**config.mk**
```make
export PLATFORM = sky130hd
export DESIGN_NAME = apb_axi_bridge_flat
export DESIGN_NICKNAME = d
export VERILOG_FILES = /design/src/rtl/apb_axi_bridge_pkg.sv /design/src/rtl/apb_axi_bridge_if.sv /design/src/rtl/apb_axi_bridge.sv /design/src/flat_wrapper.sv
export SDC_FILE = /design/constraint.sdc
export NUM_CORES = 1
export LEC_CHECK = 0
export ABC_AREA = 1
export BUFFER_PORTS_ARGS = -buffer_cell sky130_fd_sc_hd__buf_2
export CAP_MARGIN = 15
export CORE_MARGIN = 3
export CORE_UTILIZATION = 50
export CTS_BUF_LIST = sky130_fd_sc_hd__clkbuf_16
export CTS_CLUSTER_DIAMETER = 150
export DETAILED_ROUTE_END_ITERATION = 8
export PLACE_DENSITY = 0.87
export SYNTH_ARGS = -nofsm -noshare
export SYNTH_HDL_FRONTEND = slang
export SYNTH_SLANG_ARGS = --single-unit
export TNS_END_PERCENT = 5
```
**constraint.sdc**
```tcl
create_clock -name s_apb_clk -period 10.15 [get_ports s_apb_clk]
set_clock_uncertainty 0.15 [all_clocks]
set_input_delay 0.5075 -clock s_apb_clk [delete_from_list [all_inputs] [get_ports s_apb_clk]]
set_output_delay 0.5075 -clock s_apb_clk [all_outputs]
set_load 0.01 [all_outputs]
```
**src/rtl/apb_axi_bridge_pkg.sv**
```systemverilog
// Shared definitions for the APB4-to-AXI4-Lite bridge: FSM state encodings,
// AXI response codes and small helper functions.
// Ports: none (package).
package apb_axi_bridge_pkg;

  localparam logic [2:0] ST_IDLE    = 3'd0;
  localparam logic [2:0] ST_WR_REQ  = 3'd1;
  localparam logic [2:0] ST_WR_RESP = 3'd2;
  localparam logic [2:0] ST_RD_REQ  = 3'd3;
  localparam logic [2:0] ST_RD_RESP = 3'd4;
  localparam logic [2:0] ST_DONE    = 3'd5;

  localparam logic [1:0] RESP_OKAY   = 2'b00;
  localparam logic [1:0] RESP_EXOKAY = 2'b01;
  localparam logic [1:0] RESP_SLVERR = 2'b10;
  localparam logic [1:0] RESP_DECERR = 2'b11;

  // Subtract-then-compare keeps the test correct even if the window is
  // placed against the top of the address space.
  function automatic logic in_window(input logic [31:0] addr,
                                     input logic [31:0] base,
                                     input logic [31:0] size);
    return (addr - base) < size;
  endfunction

  // EXOKAY is folded into success; only SLVERR/DECERR flag an error.
  function automatic logic resp_is_err(input logic [1:0] resp);
    logic err;
    err = 1'b0;
    case (resp)
      RESP_OKAY, RESP_EXOKAY:   err = 1'b0;
      RESP_SLVERR, RESP_DECERR: err = 1'b1;
      default:                  err = 1'b0;
    endcase
    return err;
  endfunction

endpackage

```
**src/rtl/apb_axi_bridge_if.sv**
```systemverilog
// Bundle of the APB4 completer signals and AXI4-Lite master signals around
// the bridge. 'slave' is the bridge's own view (APB completer, AXI driver);
// 'master' is the surrounding system's view (APB initiator, AXI target).
interface apb_axi_bridge_if;

  logic [31:0] s_apb_paddr;
  logic [2:0]  s_apb_pprot;
  logic        s_apb_psel;
  logic        s_apb_penable;
  logic        s_apb_pwrite;
  logic [31:0] s_apb_pwdata;
  logic [3:0]  s_apb_pstrb;
  logic        s_apb_pready;
  logic [31:0] s_apb_prdata;
  logic        s_apb_pslverr;

  logic [31:0] m_axi_awaddr;
  logic [2:0]  m_axi_awprot;
  logic        m_axi_awvalid;
  logic        m_axi_awready;
  logic [31:0] m_axi_wdata;
  logic [3:0]  m_axi_wstrb;
  logic        m_axi_wvalid;
  logic        m_axi_wready;
  logic [1:0]  m_axi_bresp;
  logic        m_axi_bvalid;
  logic        m_axi_bready;
  logic [31:0] m_axi_araddr;
  logic [2:0]  m_axi_arprot;
  logic        m_axi_arvalid;
  logic        m_axi_arready;
  logic [31:0] m_axi_rdata;
  logic [1:0]  m_axi_rresp;
  logic        m_axi_rvalid;
  logic        m_axi_rready;

  modport slave (
    input  s_apb_paddr, s_apb_pprot, s_apb_psel, s_apb_penable,
    input  s_apb_pwrite, s_apb_pwdata, s_apb_pstrb,
    output s_apb_pready, s_apb_prdata, s_apb_pslverr,
    output m_axi_awaddr, m_axi_awprot, m_axi_awvalid,
    input  m_axi_awready,
    output m_axi_wdata, m_axi_wstrb, m_axi_wvalid,
    input  m_axi_wready,
    input  m_axi_bresp, m_axi_bvalid,
    output m_axi_bready,
    output m_axi_araddr, m_axi_arprot, m_axi_arvalid,
    input  m_axi_arready,
    input  m_axi_rdata, m_axi_rresp, m_axi_rvalid,
    output m_axi_rready
  );

  modport master (
    output s_apb_paddr, s_apb_pprot, s_apb_psel, s_apb_penable,
    output s_apb_pwrite, s_apb_pwdata, s_apb_pstrb,
    input  s_apb_pready, s_apb_prdata, s_apb_pslverr,
    input  m_axi_awaddr, m_axi_awprot, m_axi_awvalid,
    output m_axi_awready,
    input  m_axi_wdata, m_axi_wstrb, m_axi_wvalid,
    output m_axi_wready,
    output m_axi_bresp, m_axi_bvalid,
    input  m_axi_bready,
    input  m_axi_araddr, m_axi_arprot, m_axi_arvalid,
    output m_axi_arready,
    output m_axi_rdata, m_axi_rresp, m_axi_rvalid,
    input  m_axi_rready
  );

endinterface

```
**src/rtl/apb_axi_bridge.sv**
```systemverilog
// APB4 completer that turns each APB transfer into one AXI4-Lite transaction;
// out-of-window addresses complete locally with pslverr and no AXI traffic.
// Ports: s_apb_clk, s_apb_areset (async, active-high), bus (slave modport).
module apb_axi_bridge
  import apb_axi_bridge_pkg::*;
#(
  parameter logic [31:0] BASE_ADDR   = 32'h0000_0000,
  parameter logic [31:0] WINDOW_SIZE = 32'h0001_0000
) (
  input  logic            s_apb_clk,
  input  logic            s_apb_areset,
  apb_axi_bridge_if.slave bus
);

  logic [2:0]  state;
  logic [31:0] addr_q;
  logic [2:0]  prot_q;
  logic [31:0] wdata_q;
  logic [3:0]  strb_q;
  logic        aw_done;
  logic        w_done;
  logic        pready_q;
  logic        pslverr_q;
  logic [31:0] prdata_q;

  logic setup;
  logic aw_hs;
  logic w_hs;

  // Only a setup phase is acted on; access-phase beats are ignored.
  assign setup = bus.s_apb_psel && !bus.s_apb_penable;
  assign aw_hs = bus.m_axi_awvalid && bus.m_axi_awready;
  assign w_hs  = bus.m_axi_wvalid  && bus.m_axi_wready;

  // Valids and readies decode straight from flops, so an async reset
  // drops them in the same cycle.
  assign bus.m_axi_awvalid = (state == ST_WR_REQ) && !aw_done;
  assign bus.m_axi_wvalid  = (state == ST_WR_REQ) && !w_done;
  assign bus.m_axi_bready  = (state == ST_WR_RESP);
  assign bus.m_axi_arvalid = (state == ST_RD_REQ);
  assign bus.m_axi_rready  = (state == ST_RD_RESP);

  assign bus.m_axi_awaddr = addr_q;
  assign bus.m_axi_awprot = prot_q;
  assign bus.m_axi_araddr = addr_q;
  assign bus.m_axi_arprot = prot_q;
  assign bus.m_axi_wdata  = wdata_q;
  assign bus.m_axi_wstrb  = strb_q;

  assign bus.s_apb_pready  = pready_q;
  assign bus.s_apb_pslverr = pslverr_q;
  assign bus.s_apb_prdata  = prdata_q;

  always_ff @(posedge s_apb_clk or posedge s_apb_areset) begin
    if (s_apb_areset) begin
      state     <= ST_IDLE;
      addr_q    <= '0;
      prot_q    <= '0;
      wdata_q   <= '0;
      strb_q    <= '0;
      aw_done   <= 1'b0;
      w_done    <= 1'b0;
      pready_q  <= 1'b0;
      pslverr_q <= 1'b0;
      prdata_q  <= '0;
    end else begin
      case (state)
        ST_IDLE: begin
          if (setup) begin
            addr_q  <= bus.s_apb_paddr;
            prot_q  <= bus.s_apb_pprot;
            wdata_q <= bus.s_apb_pwdata;
            strb_q  <= bus.s_apb_pstrb;
            if (!in_window(bus.s_apb_paddr, BASE_ADDR, WINDOW_SIZE)) begin
              state     <= ST_DONE;
              pready_q  <= 1'b1;
              pslverr_q <= 1'b1;
              prdata_q  <= '0;
            end else if (bus.s_apb_pwrite) begin
              state <= ST_WR_REQ;
            end else begin
              state <= ST_RD_REQ;
            end
          end
        end
        ST_WR_REQ: begin
          // AW and W complete independently, possibly in the same cycle.
          if (aw_hs) aw_done <= 1'b1;
          if (w_hs)  w_done  <= 1'b1;
          if ((aw_done || aw_hs) && (w_done || w_hs)) begin
            state   <= ST_WR_RESP;
            aw_done <= 1'b0;
            w_done  <= 1'b0;
          end
        end
        ST_WR_RESP: begin
          if (bus.m_axi_bvalid) begin
            state     <= ST_DONE;
            pready_q  <= 1'b1;
            pslverr_q <= resp_is_err(bus.m_axi_bresp);
            prdata_q  <= '0;
          end
        end
        ST_RD_REQ: begin
          if (bus.m_axi_arready) state <= ST_RD_RESP;
        end
        ST_RD_RESP: begin
          if (bus.m_axi_rvalid) begin
            state     <= ST_DONE;
            pready_q  <= 1'b1;
            pslverr_q <= resp_is_err(bus.m_axi_rresp);
            prdata_q  <= bus.m_axi_rdata;
          end
        end
        ST_DONE: begin
          // Completion is a one-cycle pulse whether or not psel is still high.
          state     <= ST_IDLE;
          pready_q  <= 1'b0;
          pslverr_q <= 1'b0;
          prdata_q  <= '0;
        end
        default: state <= ST_IDLE;
      endcase
    end
  end

endmodule

```
**src/flat_wrapper.sv**
```systemverilog
// flat-port wrapper written by rule: the top's interface ports become plain ports
module apb_axi_bridge_flat import apb_axi_bridge_pkg::*;
#(
  parameter logic [31:0] BASE_ADDR   = 32'h0000_0000,
  parameter logic [31:0] WINDOW_SIZE = 32'h0001_0000
)
  (s_apb_clk, s_apb_areset, bus_s_apb_paddr, bus_s_apb_pprot, bus_s_apb_psel, bus_s_apb_penable, bus_s_apb_pwrite, bus_s_apb_pwdata, bus_s_apb_pstrb, bus_s_apb_pready, bus_s_apb_prdata, bus_s_apb_pslverr, bus_m_axi_awaddr, bus_m_axi_awprot, bus_m_axi_awvalid, bus_m_axi_awready, bus_m_axi_wdata, bus_m_axi_wstrb, bus_m_axi_wvalid, bus_m_axi_wready, bus_m_axi_bresp, bus_m_axi_bvalid, bus_m_axi_bready, bus_m_axi_araddr, bus_m_axi_arprot, bus_m_axi_arvalid, bus_m_axi_arready, bus_m_axi_rdata, bus_m_axi_rresp, bus_m_axi_rvalid, bus_m_axi_rready);
  apb_axi_bridge_if bus_i ();
  input  logic s_apb_clk;
  input  logic s_apb_areset;
  input wire logic [$bits(bus_i.s_apb_paddr)-1:0] bus_s_apb_paddr;
  input wire logic [$bits(bus_i.s_apb_pprot)-1:0] bus_s_apb_pprot;
  input wire logic [$bits(bus_i.s_apb_psel)-1:0] bus_s_apb_psel;
  input wire logic [$bits(bus_i.s_apb_penable)-1:0] bus_s_apb_penable;
  input wire logic [$bits(bus_i.s_apb_pwrite)-1:0] bus_s_apb_pwrite;
  input wire logic [$bits(bus_i.s_apb_pwdata)-1:0] bus_s_apb_pwdata;
  input wire logic [$bits(bus_i.s_apb_pstrb)-1:0] bus_s_apb_pstrb;
  output wire logic [$bits(bus_i.s_apb_pready)-1:0] bus_s_apb_pready;
  output wire logic [$bits(bus_i.s_apb_prdata)-1:0] bus_s_apb_prdata;
  output wire logic [$bits(bus_i.s_apb_pslverr)-1:0] bus_s_apb_pslverr;
  output wire logic [$bits(bus_i.m_axi_awaddr)-1:0] bus_m_axi_awaddr;
  output wire logic [$bits(bus_i.m_axi_awprot)-1:0] bus_m_axi_awprot;
  output wire logic [$bits(bus_i.m_axi_awvalid)-1:0] bus_m_axi_awvalid;
  input wire logic [$bits(bus_i.m_axi_awready)-1:0] bus_m_axi_awready;
  output wire logic [$bits(bus_i.m_axi_wdata)-1:0] bus_m_axi_wdata;
  output wire logic [$bits(bus_i.m_axi_wstrb)-1:0] bus_m_axi_wstrb;
  output wire logic [$bits(bus_i.m_axi_wvalid)-1:0] bus_m_axi_wvalid;
  input wire logic [$bits(bus_i.m_axi_wready)-1:0] bus_m_axi_wready;
  input wire logic [$bits(bus_i.m_axi_bresp)-1:0] bus_m_axi_bresp;
  input wire logic [$bits(bus_i.m_axi_bvalid)-1:0] bus_m_axi_bvalid;
  output wire logic [$bits(bus_i.m_axi_bready)-1:0] bus_m_axi_bready;
  output wire logic [$bits(bus_i.m_axi_araddr)-1:0] bus_m_axi_araddr;
  output wire logic [$bits(bus_i.m_axi_arprot)-1:0] bus_m_axi_arprot;
  output wire logic [$bits(bus_i.m_axi_arvalid)-1:0] bus_m_axi_arvalid;
  input wire logic [$bits(bus_i.m_axi_arready)-1:0] bus_m_axi_arready;
  input wire logic [$bits(bus_i.m_axi_rdata)-1:0] bus_m_axi_rdata;
  input wire logic [$bits(bus_i.m_axi_rresp)-1:0] bus_m_axi_rresp;
  input wire logic [$bits(bus_i.m_axi_rvalid)-1:0] bus_m_axi_rvalid;
  output wire logic [$bits(bus_i.m_axi_rready)-1:0] bus_m_axi_rready;
  assign bus_i.s_apb_paddr = bus_s_apb_paddr;
  assign bus_i.s_apb_pprot = bus_s_apb_pprot;
  assign bus_i.s_apb_psel = bus_s_apb_psel;
  assign bus_i.s_apb_penable = bus_s_apb_penable;
  assign bus_i.s_apb_pwrite = bus_s_apb_pwrite;
  assign bus_i.s_apb_pwdata = bus_s_apb_pwdata;
  assign bus_i.s_apb_pstrb = bus_s_apb_pstrb;
  assign bus_s_apb_pready = bus_i.s_apb_pready;
  assign bus_s_apb_prdata = bus_i.s_apb_prdata;
  assign bus_s_apb_pslverr = bus_i.s_apb_pslverr;
  assign bus_m_axi_awaddr = bus_i.m_axi_awaddr;
  assign bus_m_axi_awprot = bus_i.m_axi_awprot;
  assign bus_m_axi_awvalid = bus_i.m_axi_awvalid;
  assign bus_i.m_axi_awready = bus_m_axi_awready;
  assign bus_m_axi_wdata = bus_i.m_axi_wdata;
  assign bus_m_axi_wstrb = bus_i.m_axi_wstrb;
  assign bus_m_axi_wvalid = bus_i.m_axi_wvalid;
  assign bus_i.m_axi_wready = bus_m_axi_wready;
  assign bus_i.m_axi_bresp = bus_m_axi_bresp;
  assign bus_i.m_axi_bvalid = bus_m_axi_bvalid;
  assign bus_m_axi_bready = bus_i.m_axi_bready;
  assign bus_m_axi_araddr = bus_i.m_axi_araddr;
  assign bus_m_axi_arprot = bus_i.m_axi_arprot;
  assign bus_m_axi_arvalid = bus_i.m_axi_arvalid;
  assign bus_i.m_axi_arready = bus_m_axi_arready;
  assign bus_i.m_axi_rdata = bus_m_axi_rdata;
  assign bus_i.m_axi_rresp = bus_m_axi_rresp;
  assign bus_i.m_axi_rvalid = bus_m_axi_rvalid;
  assign bus_m_axi_rready = bus_i.m_axi_rready;
  apb_axi_bridge #(.BASE_ADDR(BASE_ADDR), .WINDOW_SIZE(WINDOW_SIZE)) u_core (.s_apb_clk(s_apb_clk), .s_apb_areset(s_apb_areset), .bus(bus_i));
endmodule
```
# Word level (Yosys, flattened, before mapping)
# Index checks and enable logic that the tools add are counted.
[totals] input_bits=117 ff_bits=110 elab_cells=81
[classes] order_cmp=1 muxes=27 n_reduce_logical=26 n_eq_ne=17
[op_table] op="$mux W32" n=4
[op_table] op="$pmux W32 S4" n=1
[op_table] op="$lt A32 B17 Y1 const B" n=1
[op_table] op="$mux W3" n=6
[op_table] op="$pmux W3 S5" n=1
[op_table] op="$mux W1" n=10
[op_table] op="$reduce_and A5 Y1" n=2
[op_table] op="$eq A2 B2 Y1 const B" n=4
[op_table] op="$ne A2 B2 Y1 const B" n=4
[op_table] op="$pmux W1 S4" n=2
[op_table] op="$reduce_or A2 Y1" n=4
[op_table] op="$eq A3 B2 Y1 const B" n=2
[op_table] op="$eq A3 B3 Y1 const B" n=2
[op_table] op="$logic_and A1 B1 Y1" n=6
[op_table] op="$reduce_and A2 Y1" n=3
[op_table] op="$eq A2 B1 Y1 const B" n=2
[op_table] op="$logic_not A2 Y1" n=2
[op_table] op="$ne A2 B1 Y1 const B" n=2
[op_table] op="$pmux W1 S2" n=2
[op_table] op="$reduce_bool A2 Y1" n=2
[op_table] op="$reduce_bool A4 Y1" n=1
[op_table] op="$eq A3 B1 Y1 const B" n=1
[op_table] op="$logic_not A1 Y1" n=3
[op_table] op="$logic_not A3 Y1" n=1
[op_table] op="other kinds (2)" n=3

# Logic depth before layout (Yosys ltp)
[depth] depth_word=7 ltp_mapped=10 depth_no_buf=9

# Worst setup path after synthesis
# Ideal clock, no wire load.
[synth_path] path_type="flip-flop to output port" from="register u_core.state[2]" to="output bus_m_axi_awvalid" required_time_ps=9493 stages_incl_launch_ff=5 setup_slack_ps=8333 arrival_ps=1160 cell_sequence="dfrtp_1 > buf_2 > nor3_1 > inv_1 > nor2_1"
[synth_between] elab_chain_cells=2
[synth_lines] element="start, declared" line_no="apb_axi_bridge.sv:15" text="logic [2:0] state;"
[synth_lines] element="start signal, assigned" line_no="apb_axi_bridge.sv:56" text="state <= ST_IDLE;"
[synth_lines] element="start signal, assigned" line_no="apb_axi_bridge.sv:75" text="state <= ST_DONE;"
[synth_lines] element="start signal, assigned" line_no="apb_axi_bridge.sv:80" text="state <= ST_WR_REQ;"
[synth_lines] element="$eq A3 B1 Y1" line_no="apb_axi_bridge.sv:37" text="assign bus.m_axi_awvalid = (state == ST_WR_REQ) && !aw_done;"
[synth_lines] element="$logic_and A1 B1 Y1" line_no="apb_axi_bridge.sv:37"
[synth_lines] element="end, declared" line_no="flat_wrapper.sv:23" text="output wire logic [$bits(bus_i.m_axi_awvalid)-1:0] bus_m_axi_awvalid;"
# No other way between the ends.

# Worst setup path in the final report
[layout_path] from="register u_core.state[2]" to="register u_core.prdata_q[30], in the netlist u_core.bus.s_apb_prdata[30]"
[layout_between] elab_chain_cells=3 word_cells_on_any_way=11 cone_classes="eq/ne: 7; mux: 1; reduce/logical: 3"
[layout_lines] element="$eq A3 B2 Y1 (tied with other cells)" line_no="apb_axi_bridge.sv:67" text="case (state)"
[layout_lines] element="$reduce_bool A4 Y1 (no source line) (tied with other cells)"
[layout_lines] element="$reduce_and A5 Y1 (no source line)"
[layout_lines] element="end signal, assigned" line_no="apb_axi_bridge.sv:112" text="prdata_q <= bus.m_axi_rdata;"
[layout_lines] element="end, declared" line_no="apb_axi_bridge.sv:24" text="logic [31:0] prdata_q;"
# Parallel ways exist; a longest one is shown, timed or not.
# A chain may end at the register's enable or synchronous reset.

==> results.md <==
* Status: completed
* Post CTS Setup Buffer Count at 0
* Tot Pwr at approximately 2.1 mW
* GPL Wtd Cong at roughly 0.83
* Final hold vios at 0
* Fin Hold WS at approximately 0.12 ns
* Commonest cells in the synthesized netlist: dfrtp_1 (110), nand2_1 (98), inv_1 (52), nor2_1 (46), buf_4 (39)
* Top post-synthesis cells by area: dfrtp_1 (53%), mux2_4 (11%), nand2_1 (7.1%)
* Biggest area consumer among synthesized cells: dfrtp_1
* Setup-failing EPs final at 0
* CP Data Required Time at 10.23 ns
* Netlist cell types at 21
* HP Class: input port to async pin
* Worst Path Arrival at 2.82 ns
* Post-Syn Area at 5180 um2
* Post-DP HPWL at 10,500 um
* Max VDD drop at 0.159 mV
* Multi-input gate area at roughly 1800 um2
* Tcrit/Tclk final at 27.0%
* Worst-case clock buffer depth at 2
* Fin crit period at 2.74 ns
* Flop2flop setup slack at 7.41 ns
* R2r worst-path depth at 7
* TritonRoute pass-1 iters at 4
* Port buffer count at approximately 260
* DR vias at 4,250
* Final Net Count at around 830
* Hold-fix buffers at CTS at 0
* Residual DRC at 0
* Initial antenna violation count at 2
* Yosys warning total at 0
* Vias in the first global route at 4,177
* Initial Utilization at a little over half
* Leak Pwr at roughly 3.9 nW
* Die X at 108 um
* Post-synthesis register bit count at 110
* Max cap viols at 0
* Root buffer cell: clkbuf_16
* Total Routing Usage GR at 23.7%
* Worst-Skew Late Latency at 0.34 ns
* Grt total ovfl at 0
* Chip height at between 100 and 150 um
* Area Growth Syn to Fin at 27.6%
* Pin count of the biggest net entering global routing at 57
* Post-synth EDFFs at 0
* Reg2reg start: u_core.state[2]$_DFFE_PP0P_
* Cell Rows at 36
* Syn_area_per_cell at about 10 um2
* Final WL at 13,900 um
* Slew @ Worst Pin at between 0.7 and 0.8 ns
* Design area at 6620 um2
* Sequential area share after synthesis at 53.1%
* Max H-tree Level at 3
* DRT iter0 DRCs at 230
* TritonCTS Buffers at 9
* Share of layout cells above drive strength 1 at 48.8%
* Peak Freq at around 0.36 GHz
* Top-count cell post-synth: dfrtp_1
* Crit path capture type: register
* Clock tree sinks at 110
* Crit path kind: register to register
* RSZ-0062 raised after global routing: false
* Share of the synthesized area in the top cell type at 53.1%
* Ys async rst share at 100%
* Register area at 2750 um2
* Post-synthesis cell count at 495
* Power per standard cell area at 314 nW/um2
* Post-cts resize count at 0
* Fill cells at 772
* CTS tree: yes
* Relative slew margins at 53.3%
* Placed inst area at 6270 um2
* Slew Viols, Final at 0
* First-pass GRT wire length at 21,500 um
* Clk pin slew, worst setup/hold paths at roughly 0.070 ns
* Top_reg_cell synth: dfrtp_1
* Startpoint Class: register
* Routed length per placed instance at approximately 16 um
* Setup TNS at 0 ns
* Reg2Reg Capture Point: u_core.bus.s_apb_prdata[30]$_DFFE_PP0P_
* # IOs at 262
* Syn nets at slightly above 600
* Vias per cell at 5.00
* Remaining antenna violation count at 0
* Core area at 9910 um2
* Die ar. at between 10,000 and 15,000 um2
* Crit-path max FO at 35
per-stage QoR:
stage / cells / setup slack, ns / util (%)
finish: 850 / 7.41 / 66.8
detailed placement: 831 / 7.42 / 63.3
global placement: 831 / 7.51 / 63.3
floorplan: 495 / 6.59 / -
global route: 850 / 7.22 / 66.8
CTS: 847 / 7.17 / 66.4
kinds of logic (layout without fill, tap and decap cells):
logic type	Yosys count	in the layout	synth area share [%]
compound gates	9	9	0.941
flops	110	110	53.1
simple gates	195	195	16.7
buf+inv	114	334	12.0
mux	67	67	17.3
other cells	0	2	0
worst max path at each step:
stage	depth (start not counted)	start	endpoint	slack, ns
finish	7	u_core.state[2]$_DFFE_PP0P_	u_core.bus.s_apb_prdata[30]$_DFFE_PP0P_	7.41
global route	7	u_core.state[2]$_DFFE_PP0P_	u_core.bus.s_apb_prdata[30]$_DFFE_PP0P_	7.22
CTS	4	u_core.state[0]$_DFFE_PP0P_	bus_m_axi_rready	7.17
detailed placement	9	bus_s_apb_penable	u_core.bus.s_apb_prdata[31]$_DFFE_PP0P_	7.42
global placement	9	bus_s_apb_penable	u_core.bus.s_apb_prdata[21]$_DFFE_PP0P_	7.51
floorplan	1	s_apb_areset	u_core.aw_done$_DFFE_PP0P_	6.59
where the power goes:
group / leakage, nW / switching [mW] / internal (mW)
Combinational: 2.38 / 0.526 / 0.426
Clock: 0.160 / 0.159 / 0.216
Sequential: 1.37 / 0.128 / 0.624
Total: 3.91 / 0.813 / 1.27
placed cells by master (no fill, tap or decap):
cell	instances
buf_16	1
inv_1	52
clkinv_2	2
nand2_1	98
nand3_2	1
nand3_1	8
inv_4	1
mux2_2	25
nor2_2	1
nand3_4	1
bufinv_16	2
clkinv_1	1
buf_2	259
inv_2	2
dfrtp_1	110
diode_2	2
mux2_1	4
nor3_4	1
nor2_1	46
o21ai_2	1
inv_8	1
nand4_1	37
buf_4	4
nor3_1	2
o21ai_0	7
mux2_4	38
clkbuf_16	9
a21oi_1	1
per-layer routing:
metal | up-vias | part of all wire [%] | GRT usage, %
met3 | 33 | 7.3 | 5.04
met4 | 0 | 3.1 | 11.3
li1 | 1996 | - | -
met1 | 2026 | 37 | 27.1
met5 | - | 0 | 0
met2 | 195 | 53 | 42.0
registers in the layout, indices dropped and copies added, names as in the netlist:
| signal | flops |
|---|---|
| u_core.bus.m_axi_arprot | 3 |
| u_core.state | 3 |
| u_core.bus.s_apb_pslverr | 1 |
| u_core.bus.m_axi_araddr | 32 |
| u_core.bus.s_apb_pready | 1 |
| u_core.aw_done | 1 |
| u_core.bus.m_axi_wstrb | 4 |
| u_core.bus.s_apb_prdata | 32 |
| u_core.bus.m_axi_wdata | 32 |
| u_core.w_done | 1 |
final cells by class:
cell class | instances | share of cell area (%)
flip-flops and latches | 110 | 41.6
multi-input cells | 271 | 27.5
repair buffers | 264 | 20.5
clock buffers | 9 | 3.40
inverters | 54 | 3.10
well taps | 133 | 2.52
clock inverters | 7 | 1.34
diodes | 2 | 0.0757
worst max-delay path, cell delays in order, from the launching register on:
cell and delay, ns:
dfrtp_1 0.56, inv_1 0.16, nand3_1 0.12, nand3_1 0.11
inv_2 0.49, nand3_2 0.66, nand2_1 0.27, nand2_1 0.08
(Power assumes the default switching activity.)
